--- src/rtl/conv_pkg.sv ---
// rtl/conv_pkg.sv - shared types and sizing helpers for the conv operand feeder
package conv_pkg;

  typedef enum logic [2:0] {
    ST_IDLE,
    ST_PRIME,
    ST_STREAM,
    ST_DRAIN,
    ST_DONE
  } feeder_state_e;

  localparam int OPND_W = 8;
  localparam int RES_W  = 32;

  function automatic int calc_out_w(input int img_w, input int ksize);
    return img_w - ksize + 1;
  endfunction

  function automatic int calc_taps(input int ksize);
    return ksize * ksize;
  endfunction

endpackage

--- src/rtl/conv_window_addr_gen.sv ---
// rtl/conv_window_addr_gen.sv - window/tap counters and fmap/weight address generation
module conv_window_addr_gen
  import conv_pkg::*;
#(
  parameter int KSIZE   = 3,
  parameter int IMG_W   = 8,
  parameter int FADDR_W = 6,
  parameter int WADDR_W = 4
) (
  input  logic               clk,
  input  logic               rst_n,
  input  logic               clr,
  input  logic               adv,
  output logic [FADDR_W-1:0] fmap_addr,
  output logic [WADDR_W-1:0] wgt_addr,
  output logic               first_tap,
  output logic               last_tap
);

  localparam int OUT_W = calc_out_w(IMG_W, KSIZE);
  localparam int KW    = $clog2(KSIZE + 1);
  localparam int OW    = $clog2(OUT_W + 1);

  logic [KW-1:0] kc_q, kc_d, kr_q, kr_d;
  logic [OW-1:0] ocol_q, ocol_d, orow_q, orow_d;
  logic          kc_last, kr_last, ocol_last, orow_last;

  assign kc_last   = (kc_q == KW'(KSIZE - 1));
  assign kr_last   = (kr_q == KW'(KSIZE - 1));
  assign ocol_last = (ocol_q == OW'(OUT_W - 1));
  assign orow_last = (orow_q == OW'(OUT_W - 1));

  assign first_tap = (kc_q == '0) && (kr_q == '0);
  assign last_tap  = kc_last && kr_last && ocol_last && orow_last;

  assign fmap_addr = FADDR_W'((int'(orow_q) + int'(kr_q)) * IMG_W + int'(ocol_q) + int'(kc_q));
  assign wgt_addr  = WADDR_W'(int'(kr_q) * KSIZE + int'(kc_q));

  // Nested counters: kc innermost, then kr, ocol, orow; the final wrap returns all to zero
  always_comb begin
    kc_d   = kc_q;
    kr_d   = kr_q;
    ocol_d = ocol_q;
    orow_d = orow_q;
    if (clr) begin
      kc_d   = '0;
      kr_d   = '0;
      ocol_d = '0;
      orow_d = '0;
    end else if (adv) begin
      if (!kc_last) begin
        kc_d = kc_q + KW'(1);
      end else begin
        kc_d = '0;
        if (!kr_last) begin
          kr_d = kr_q + KW'(1);
        end else begin
          kr_d = '0;
          if (!ocol_last) begin
            ocol_d = ocol_q + OW'(1);
          end else begin
            ocol_d = '0;
            orow_d = orow_last ? '0 : orow_q + OW'(1);
          end
        end
      end
    end
  end

  // Counter registers
  always_ff @(posedge clk or negedge rst_n) begin
    if (!rst_n) begin
      kc_q   <= '0;
      kr_q   <= '0;
      ocol_q <= '0;
      orow_q <= '0;
    end else begin
      kc_q   <= kc_d;
      kr_q   <= kr_d;
      ocol_q <= ocol_d;
      orow_q <= orow_d;
    end
  end

endmodule

--- src/rtl/conv_operand_feeder.sv ---
// rtl/conv_operand_feeder.sv - MAC operand streamer and window-result harvester (option: FEEDER_RELU_EN)
module conv_operand_feeder
  import conv_pkg::*;
#(
  parameter int KSIZE   = 3,
  parameter int IMG_W   = 8,
  parameter int FADDR_W = 6,
  parameter int WADDR_W = 4
) (
  input  logic                     clk,
  input  logic                     rst_n,
  input  logic                     start,
  input  logic                     cfg_mode,
  output logic                     busy,
  output logic                     done,
  output logic [FADDR_W-1:0]       fmap_addr,
  input  logic signed [OPND_W-1:0] fmap_rdata,
  output logic [WADDR_W-1:0]       wgt_addr,
  input  logic signed [OPND_W-1:0] wgt_rdata,
  output logic                     conv_start,
  output logic                     compute_clear,
  output logic                     state_c1,
  output logic signed [OPND_W-1:0] conv_a,
  output logic signed [OPND_W-1:0] conv_b,
  input  logic signed [RES_W-1:0]  conv_result,
  output logic                     res_valid,
  output logic signed [RES_W-1:0]  res_data,
  output logic [15:0]              res_idx
);

  feeder_state_e state_q, state_d;
  logic [1:0]    phase_q, phase_d;
  logic          mode_q, mode_d;
  logic          tap_valid_s1_q, tap_valid_s1_d;
  logic          first_s1_q, first_s1_d;
  logic          compute_clear_q, compute_clear_d;
  logic          win_seen_q, win_seen_d;
  logic [15:0]   harv_idx_q, harv_idx_d;
  logic          res_valid_q, res_valid_d;
  logic signed [RES_W-1:0] res_data_q, res_data_d;
  logic [15:0]   res_idx_q, res_idx_d;

  logic gen_clr, gen_adv, s0_valid, s0_first, job_start;
  logic first_tap, last_tap;

  conv_window_addr_gen #(
    .KSIZE  (KSIZE),
    .IMG_W  (IMG_W),
    .FADDR_W(FADDR_W),
    .WADDR_W(WADDR_W)
  ) u_addr_gen (
    .clk      (clk),
    .rst_n    (rst_n),
    .clr      (gen_clr),
    .adv      (gen_adv),
    .fmap_addr(fmap_addr),
    .wgt_addr (wgt_addr),
    .first_tap(first_tap),
    .last_tap (last_tap)
  );

  assign busy          = (state_q != ST_IDLE);
  assign done          = (state_q == ST_DONE);
  assign conv_start    = (state_q == ST_PRIME) && (phase_q == 2'd0);
  assign state_c1      = mode_q;
  assign compute_clear = compute_clear_q;
  assign conv_a        = tap_valid_s1_q ? fmap_rdata : '0;
  assign conv_b        = tap_valid_s1_q ? wgt_rdata : '0;
  assign res_valid     = res_valid_q;
  assign res_data      = res_data_q;
  assign res_idx       = res_idx_q;

  // Job sequencing; DRAIN issues the phantom first-tap marker, then waits out the 4-cycle flush
  always_comb begin
    state_d   = state_q;
    phase_d   = phase_q;
    mode_d    = mode_q;
    gen_clr   = 1'b0;
    gen_adv   = 1'b0;
    s0_valid  = 1'b0;
    s0_first  = 1'b0;
    job_start = 1'b0;
    case (state_q)
      ST_IDLE: begin
        if (start) begin
          state_d   = ST_PRIME;
          phase_d   = 2'd0;
          mode_d    = cfg_mode;
          gen_clr   = 1'b1;
          job_start = 1'b1;
        end
      end
      ST_PRIME: begin
        phase_d = phase_q + 2'd1;
        if (phase_q == 2'd1) begin
          state_d = ST_STREAM;
          phase_d = 2'd0;
        end
      end
      ST_STREAM: begin
        gen_adv  = 1'b1;
        s0_valid = 1'b1;
        s0_first = first_tap;
        if (last_tap) begin
          state_d = ST_DRAIN;
          phase_d = 2'd0;
        end
      end
      ST_DRAIN: begin
        phase_d  = phase_q + 2'd1;
        s0_first = (phase_q == 2'd0);
        if (phase_q == 2'd3) begin
          state_d = ST_DONE;
        end
      end
      ST_DONE: begin
        state_d = ST_IDLE;
      end
      default: begin
        state_d = ST_IDLE;
      end
    endcase
  end

  // Operand pipeline flags and result harvest; the first clear of a job has nothing to harvest
  always_comb begin
    tap_valid_s1_d  = s0_valid;
    first_s1_d      = s0_first;
    compute_clear_d = first_s1_q;
    win_seen_d      = win_seen_q;
    harv_idx_d      = harv_idx_q;
    res_valid_d     = 1'b0;
    res_data_d      = res_data_q;
    res_idx_d       = res_idx_q;
    if (job_start) begin
      win_seen_d = 1'b0;
      harv_idx_d = '0;
    end else if (compute_clear_q) begin
      win_seen_d = 1'b1;
      if (win_seen_q) begin
        res_valid_d = 1'b1;
        res_idx_d   = harv_idx_q;
        harv_idx_d  = harv_idx_q + 16'd1;
`ifdef FEEDER_RELU_EN
        res_data_d  = conv_result[RES_W-1] ? '0 : conv_result;
`else
        res_data_d  = conv_result;
`endif
      end
    end
  end

  // State, pipeline and result registers
  always_ff @(posedge clk or negedge rst_n) begin
    if (!rst_n) begin
      state_q         <= ST_IDLE;
      phase_q         <= '0;
      mode_q          <= 1'b0;
      tap_valid_s1_q  <= 1'b0;
      first_s1_q      <= 1'b0;
      compute_clear_q <= 1'b0;
      win_seen_q      <= 1'b0;
      harv_idx_q      <= '0;
      res_valid_q     <= 1'b0;
      res_data_q      <= '0;
      res_idx_q       <= '0;
    end else begin
      state_q         <= state_d;
      phase_q         <= phase_d;
      mode_q          <= mode_d;
      tap_valid_s1_q  <= tap_valid_s1_d;
      first_s1_q      <= first_s1_d;
      compute_clear_q <= compute_clear_d;
      win_seen_q      <= win_seen_d;
      harv_idx_q      <= harv_idx_d;
      res_valid_q     <= res_valid_d;
      res_data_q      <= res_data_d;
      res_idx_q       <= res_idx_d;
    end
  end

endmodule
--- config.mk ---
export PLATFORM = sky130hd
export DESIGN_NAME = conv_operand_feeder
export DESIGN_NICKNAME = d
export VERILOG_FILES = /design/src/rtl/conv_pkg.sv /design/src/rtl/conv_window_addr_gen.sv /design/src/rtl/conv_operand_feeder.sv
export SDC_FILE = /design/constraint.sdc
export NUM_CORES = 1
export LEC_CHECK = 0
export CAP_MARGIN = 15
export CORE_MARGIN = 3
export CORE_UTILIZATION = 42
export DETAILED_ROUTE_END_ITERATION = 12
export PLACE_DENSITY = 0.77
export SYNTH_ARGS = -nofsm -noshare
export SYNTH_HDL_FRONTEND = slang
export SYNTH_SLANG_ARGS = --single-unit
export TNS_END_PERCENT = 1
--- constraint.sdc ---
create_clock -name clk -period 2.2 [get_ports clk]
set_clock_uncertainty 0.05 [all_clocks]
set_input_delay 0.44 -clock clk [delete_from_list [all_inputs] [get_ports clk]]
set_output_delay 0.44 -clock clk [all_outputs]
set_load 0.005 [all_outputs]
## Yosys cells after proc, flatten, opt, wreduce, memory -nomap -nowiden

Index checks and enable logic that the tools add are counted.

| operators by class | value |
|---|---|
| equal/unequal tests | 14 |
| magnitude comparators | 0 |
| shift operators | 0 |
| add/sub/neg operators | 10 |
| mux-type cells | 41 |
| bitwise logic cells | 1 |
| reductions and logical operators | 25 |
| div/mod/pow operators | 0 |
| $mul | 1 |

Operators by type and width:

| operator | number |
|---|---|
| 16-bit two-way mux | 3 |
| 3-bit two-way mux | 15 |
| 2-bit two-way mux | 10 |
| 16-bit by 1-bit adder with 16-bit output, second input constant | 1 |
| 8-bit two-way mux | 2 |
| 3-bit one-hot mux with 4 select lines | 1 |
| 2-bit nonzero test | 6 |
| 3-bit == test, second input constant | 3 |
| 3-bit AND reduction | 3 |
| 1-bit two-way mux | 8 |
| 2-bit one-hot mux with 4 select lines | 1 |
| 4-bit AND reduction | 2 |
| 2-bit by 1-bit adder with 2-bit output, second input constant | 3 |
| 3-bit by 1-bit adder with 3-bit output, second input constant | 2 |
| 6-bit by 3-bit adder with 6-bit output | 1 |
| 6-bit by 4-bit adder with 6-bit output | 1 |
| 2-bit == test, second input constant | 3 |
| 3-bit by 2-bit == test with 1-bit output, second input constant | 2 |
| 2-bit zero test | 3 |
| 2-bit != test, second input constant | 3 |
| 2-bit AND reduction | 3 |
| 1-bit logical AND | 5 |
| 4-bit by 3-bit adder with 4-bit output | 1 |
| 2-bit by 2-bit multiplier with 4-bit output, second input constant | 1 |
| other kinds (9) | 9 |

| storage, ports and cells | value |
|---|---|
| input bits | 52 |
| memories kept | 0 |
| memory bits (writable) | 0 |
| output and inout bits | 80 |
| word-level logic and storage cells | 107 |
| bits in read-only memories | 0 |
| bits in latches | 0 |
| bits in registers | 85 |

## Depth between registers and ports, before layout

Gate-level depths: netlist (run 1).

| logic depth | value |
|---|---|
| depth in word-level cells | 7 |
| gate-level depth with buffers | 7 |
| depth with buffers taken out | 6 |

## Hierarchy

Synthesis (run 1) repeated with hierarchy kept, for this count alone.

| unflattened totals | value |
|---|---|
| cell total of the unflattened synthesis | 331 |
| area total of the unflattened synthesis | 4068.9 um^2 |

Modules (own cells, without submodules):

| module | sequential area each (um^2) | instances | cells an instance | area each (um^2) |
|---|---|---|---|---|
| conv_operand_feeder | 1876.8 | 1 | 249 | 3264.4 |
| conv_window_addr_gen | 250.2 | 1 | 82 | 804.5 |

## Worst setup path after synthesis (run 1)

No wires, ideal clock.

| timing | value |
|---|---|
| path type | reg-to-output |
| start | reg u_addr_gen.kr_q[0] |
| end | out wgt_addr[2] |
| setup slack | -33 ps |
| stages on the path, launching flop included | 6 |
| required time | 1710 ps |
| data arrival time | 1743 ps |
| buffers on the path | 0 |
| path through | dfrtp_1 > inv_1 > fa_1 > inv_1 > ha_1 > fa_1 |

| on the way | value |
|---|---|
| longest elaborated chain between the ends | 2 |

Ends and longest elaborated chain:

| item | line | source |
|---|---|---|
| start, declared | conv_window_addr_gen.sv:24 | `logic [KW-1:0] kc_q, kc_d, kr_q, kr_d;` |
| start signal, assigned | conv_window_addr_gen.sv:79 | `kr_q <= kr_d;` |
| 2-bit by 2-bit multiplier with 4-bit output | conv_window_addr_gen.sv:37 | `assign wgt_addr = WADDR_W'(int'(kr_q) * KSIZE + int'(kc_q));` |
| 4-bit by 3-bit adder with 4-bit output | conv_window_addr_gen.sv:37 |  |
| end, declared | conv_operand_feeder.sv:18 | `output logic [WADDR_W-1:0] wgt_addr,` |

No other way between the ends.

## Worst setup path in the final report (run 1)

| timing | value |
|---|---|
| start | reg u_addr_gen.kc_q[1] |
| end | out wgt_addr[2] |

| on the way | value |
|---|---|
| longest elaborated chain between the ends | 1 |

Ends and longest elaborated chain:

| item | line | source |
|---|---|---|
| start, declared | conv_window_addr_gen.sv:24 |  |
| start signal, assigned | conv_window_addr_gen.sv:78 | `kc_q <= kc_d;` |
| 4-bit by 3-bit adder with 4-bit output | conv_window_addr_gen.sv:37 |  |

No other way between the ends.

==> results.ini, run 1 <==
[outcome]
status=finished, violations left
violations=negative setup slack

[route]
first_iter_violations=147
totalWireLength_mm=9.43
drc=0
vias=3000
routedWlPerCell_um=15.2
vias_per_cell=4.84
ant_nets=0
first_pass_iters=4

[layout]
fin_nets=558
fin_util_pct=65.2
stdcell_count=620
fill_cells=712
diodes=0
final_cell_mix=120 x clkdlybuf4s50_1, 82 x dfrtp_1, 53 x mux2_2
area_growth_pct=46.9
final_common_cell=clkdlybuf4s50_1
drive_gt1_share_pct=24.9

[place]
dpl.cell_count=603
gp_congestion=0.812
io_buffers=131
dpl.hpwl_mm=7.19

[sta]
slew_violations=0
setup_violations=6
max_freq_mhz=388
finalHoldViolations=0
fin_crit_sh_pct=117
max_slew_margin_pct=74.4
rsz0062_at_grt=true
fin_crit_ns=2.57
worst_slew_pin_slew_ns=0.384
final.setup.worst_slack_ns=-0.374

[clocking]
clockBufferDepth=2
cts_buffers=9
cts_tree=done
clk_latency_ns=0.35
postCtsSetupBuffers=0
clk_pin_slew_ns=0.08
htreeDepth=3
cts_num_sinks=85
clockRootBuffer=clkbuf_8

[global_route]
overflow=0
grt_pass1_wl_mm=15.3
antenna_found_initial=0
grt_max_degree=36
first_global_vias=3081
track_usage_pct=18.2

[worst_setup_path]
path_depth=6
cpMostUsedCell=fa_1
max_stage_delay_ns=0.53
cp-end-kind=primary output
crit_path_top_delay_cell=fa_1
path_delay_family=adder cells
reg2reg_depth=5
required_ns=1.71
cp_cell_sequence=inv_2 > fa_1 > inv_1 > ha_2 > fa_1 > buf_2
path_max_fanout=2
crit_type=reg2out
critical_path_buf_inv_count=3
arrival_ns=2.08
critPathLaunchType=flop

[synth]
synth_top_flop_cell=dfrtp_1
synth.area.top_cells=dfrtp_1 53%, mux2_2 15%, ha_1 4.1%
synth_top_area_cell=dfrtp_1
synth_fp_nets=404
syn-cell-area_um2=3990
syn_inst=335
synth_top_area_share_pct=53.4
yosys_register_bits=85
ys_types=41
synth-edff-count=0
async_reset_ff_share_pct=100
yosysWarnings=0
avgSynthCellArea_um2=11.9
yosysSeqAreaShare_pct=53.4

[floorplan]
rows=34
io_pins=132
dieArea_um2=10700
chipHeight_um=103
start_util_pct=44.4
fp.coreArea_um2=8980
die_w_um=103

[run]
drv_cap=0

[hold_path]
hold_path_depth=0
hold_path.class=reg2reg

[pwr]
p_leak_nw=2.49
power_density_nw_per_um2=1300
ir_drop_v=0.000714
power_mw=7.61

-- routing by layer --
layer  share of wire [%]  GRT usage (%)  up-vias  routed length, um
li1                    -              -     1465                  -
met2                  52           29.9       65               4930
met4                0.76           4.78        0                 72
met1                  42           24.0     1466               3980
met3                 4.7           4.76        4                441
met5                   0              0        -                  0
-- through the flow --
step	hold WS (ns)	setup TNS (ns)	setup slack (ns)	cell area (um^2)
after floorplan	0.0944	-0.00648	-0.00648	3990
after global placement	0.305	-1.30	-0.438	5630
after detailed placement	0.310	-1.45	-0.468	5630
after CTS	0.330	-1.48	-0.414	5850
after global routing	0.347	-1.65	-0.456	5860
final	0.332	-1.11	-0.374	5860
-- state kept, by name, indices dropped and copies added, names as in the netlist --
signal	cells
harv_idx_q	16
res_data	32
res_valid	1
compute_clear_d	1
win_seen_q	1
phase_q	2
compute_clear	1
u_addr_gen.kc_q	2
u_addr_gen.kr_q	2
res_idx	16
state_c1	1
state_q	3
u_addr_gen.ocol_q	3
tap_valid_s1_q	1
u_addr_gen.orow_q	3
-- Yosys cell counts, types with 3 or more instances --
cell type	n
nor2_1	30
dfrtp_1	85
buf_2	6
nand2_1	13
nor2b_1	6
nor3_1	6
and2_1	17
ha_1	13
inv_1	16
nand2b_1	3
clkbuf_1	5
a21o_1	4
xnor2_1	11
a21oi_1	10
o21ai_0	6
or3_1	3
xor2_1	4
fa_1	4
mux2_2	53
nand4_1	4
nand3_1	9
-- cells by family (layout without fill, tap and decap cells) --
group / after synthesis / after routing / share of synthesized area, %
AO/OA/AOI/OAI: 29 / 29 / 4.74
XOR/XNOR: 15 / 15 / 3.30
adder cells (fa/ha/maj): 17 / 17 / 6.09
buffers and inverters: 29 / 188 / 2.92
flip-flops: 85 / 85 / 53.4
multiplexers: 55 / 55 / 15.5
AND/OR/NAND/NOR: 105 / 105 / 14.1
-- power breakdown --
part / internal (mW) / switching [mW]
clock network: 0.535 / 0.568
registers: 2.23 / 0.509
logic: 2.39 / 1.38
total: 5.16 / 2.45
-- path summary, 6_finish.rpt --
| path | end | slack, ns | startpoint |
|---|---|---|---|
| min reg2reg | compute_clear | 0.33 | compute_clear_d |
| max in group asynchronous | res_idx[12] | 0.91 | rst_n |
| min | compute_clear | 0.33 | compute_clear_d |
| max | wgt_addr[2] | -0.37 | u_addr_gen.kc_q[1] |
| min in group asynchronous | res_data[30] | 0.52 | rst_n |
| max reg2reg | harv_idx_q[12] | 0.30 | harv_idx_q[0] |
-- area by class of cell --
cell class	count	area, um^2	share of cell area, %
clock buffer	10	128	2.18
clock inverter	6	72.6	1.24
inverter	16	60.1	1.03
multi-input combinational	221	1790	30.6
sequential	85	2130	36.4
tap	126	158	2.69
timing repair buffer	156	1520	25.9
-- timing repair --
action,in CTS,in global routing
resized for setup,40,8
endpoints found under the setup margin,11,13
pin swaps,5,3
hold buffers,1,0
endpoints found under the hold margin,26,0
Note: power is estimated with default switching activity, not from simulation.
==> run 2: changes to the inputs <==
--- a/config.mk
+++ b/config.mk
@@ -5,11 +5,12 @@
 export SDC_FILE = /design/constraint.sdc
 export NUM_CORES = 1
 export LEC_CHECK = 0
+export ABC_CLOCK_PERIOD_IN_PS = 2200
 export CAP_MARGIN = 15
 export CORE_MARGIN = 3
-export CORE_UTILIZATION = 42
+export CORE_UTILIZATION = 30
 export DETAILED_ROUTE_END_ITERATION = 12
-export PLACE_DENSITY = 0.77
+export PLACE_DENSITY = 0.58
 export SYNTH_ARGS = -nofsm -noshare
 export SYNTH_HDL_FRONTEND = slang
 export SYNTH_SLANG_ARGS = --single-unit
==> results.ini, run 2 (same netlist as run 1, synthesis figures left out) <==
[floorplan]
chipHeight_um=121
dieArea_um2=14700
die_w_um=121
rows=41
start_util_pct=31.1
io_pins=132
fp.coreArea_um2=12800

[route]
vias_per_cell=4.53
first_iter_violations=127
totalWireLength_mm=9.38
first_pass_iters=4
vias=3027
ant_nets=0
routedWlPerCell_um=14.0
drc=0

[sta]
rsz0062_at_grt=true
fin_crit_sh_pct=115
fin_crit_ns=2.54
max_freq_mhz=394
max_slew_margin_pct=74.4
worst_slew_pin_slew_ns=0.381
final.setup.worst_slack_ns=-0.340
setup_violations=5
slew_violations=0
hold-worst-slack_ns=0.334
finalHoldViolations=0

[global_route]
first_global_vias=2971
grt_pass1_wl_mm=15.3
track_usage_pct=13.3
grt_max_degree=65
overflow=0
antenna_found_initial=0

[layout]
fill_cells=1190
diodes=0
largest_reg_flops=32
final_cell_mix=119 x clkdlybuf4s50_1, 83 x dfrtp_1, 53 x mux2_2
final_common_cell=clkdlybuf4s50_1
area_growth_pct=51.7
regArea_um2=2130
drive_gt1_share_pct=24.6
multi_input_area_um2=1790
stdcell_count=668
fin_nets=560

[clocking]
cts_num_sinks=85
clk_pin_slew_ns=0.06
clockBufferDepth=2
clockRootBuffer=clkbuf_16
cts_tree=done
cts_buffers=9
htreeDepth=3
clk_latency_ns=0.34

[worst_setup_path]
reg2reg_depth=8
cp-endpoint=wgt_addr[2]
reg2reg_slack_ns=0.26
crit_type=reg2out
arrival_ns=2.05
cp-end-kind=primary output
critPathLaunchType=flop
path_max_fanout=2
required_ns=1.71
crit_path_start=u_addr_gen.kc_q[1]
r2r-start=u_addr_gen.kr_q[0]
reg2reg_to=phase_q[1]

[place]
dpl.hpwl_mm=7.21
dp_slack_ns=-0.458
gp_congestion=0.755
dpl.cell_count=650
io_buffers=131

[pwr]
power_frac_comb_pct=45.8
power_mw=8.09
ir_drop_v=0.000432
p_leak_nw=2.60
power_density_nw_per_um2=1340
swShare_pct=30.7
internal_power_mw=5.60
seqPwrFrac_pct=33.7
clkPwrFrac_pct=20.5
power_switching_mw=2.49

[outcome]
violations=negative setup slack
status=finished, violations left

[hold_path]
hold_path_depth=0
hold_path.class=reg2reg

[run]
drv_cap=0

run 2: cell count changes in the layout (fill, tap and decap cells not counted), moves of 2 or more:
cell	before	now
buf_4	21	23
inv_6	1	3
clkbuf_16	0	9
inv_1	10	13
clkbuf_8	9	0
inv_2	6	3
run 2: cell type report:
class / count / share of cell area [%]
Timing Repair Buffer: 158 / 25.2
Sequential cell: 85 / 35.2
Clock buffer: 9 / 3.72
Clock inverter: 7 / 1.72
Multi-Input combinational cell: 221 / 29.6
Inverter: 16 / 0.993
Tap cell: 172 / 3.56
run 2: repair_timing:
item / CTS / global route
buffers inserted: 1 / 0
hold endpoints to repair: 21 / 0
pin swaps: 3 / 2
gates resized for setup: 36 / 9
hold buffers: 1 / 0
endpoints found under the setup margin: 9 / 11
run 2: power by group through the flow:
stage	clock (mW)	sequential [mW]	combinational (mW)
after floorplan	0	2.70	1.64
after global placement	0	2.71	3.81
after detailed placement	0	2.75	3.85
after CTS	1.72	2.73	3.79
after global routing	1.79	2.83	4.08
final	1.66	2.72	3.70
run 2: how the worst min path moves through the flow:
stage | endpoint | slack [ns] | startpoint
2_1_floorplan | compute_clear | 0.09 | rst_n
3_3_place_gp | res_data[30] | 0.30 | rst_n
3_5_place_dp | res_data[30] | 0.30 | rst_n
4_1_cts | compute_clear | 0.32 | compute_clear_d
5_1_grt | compute_clear | 0.34 | compute_clear_d
6_report | compute_clear | 0.33 | compute_clear_d
run 2: metal layers:
metal / part of all wire, % / track usage, % / wire length (um)
met1: 43 / 17.0 / 4050
met5: 0 / 0 / 0
met3: 4.2 / 4.48 / 393
met4: 0.93 / 3.57 / 87
met2: 52 / 21.6 / 4850
run 2: through the flow:
step                setup TNS [ns]  instance area, um^2  utilization (%)
floorplan                 -0.00648                 3990                -
global placement             -1.36                 5700             44.4
detailed placement           -1.42                 5700             44.4
CTS                          -1.22                 6040             47.1
global route                 -1.48                 6050             47.2
finish                       -1.03                 6050             47.2
run 2: critical path, cell delays in order, from the launching register on:
cell and delay, ns:
dfrtp_1 0.36, inv_2 0.05, fa_1 0.52, inv_1 0.04
ha_2 0.16, fa_1 0.47, buf_2 0.11
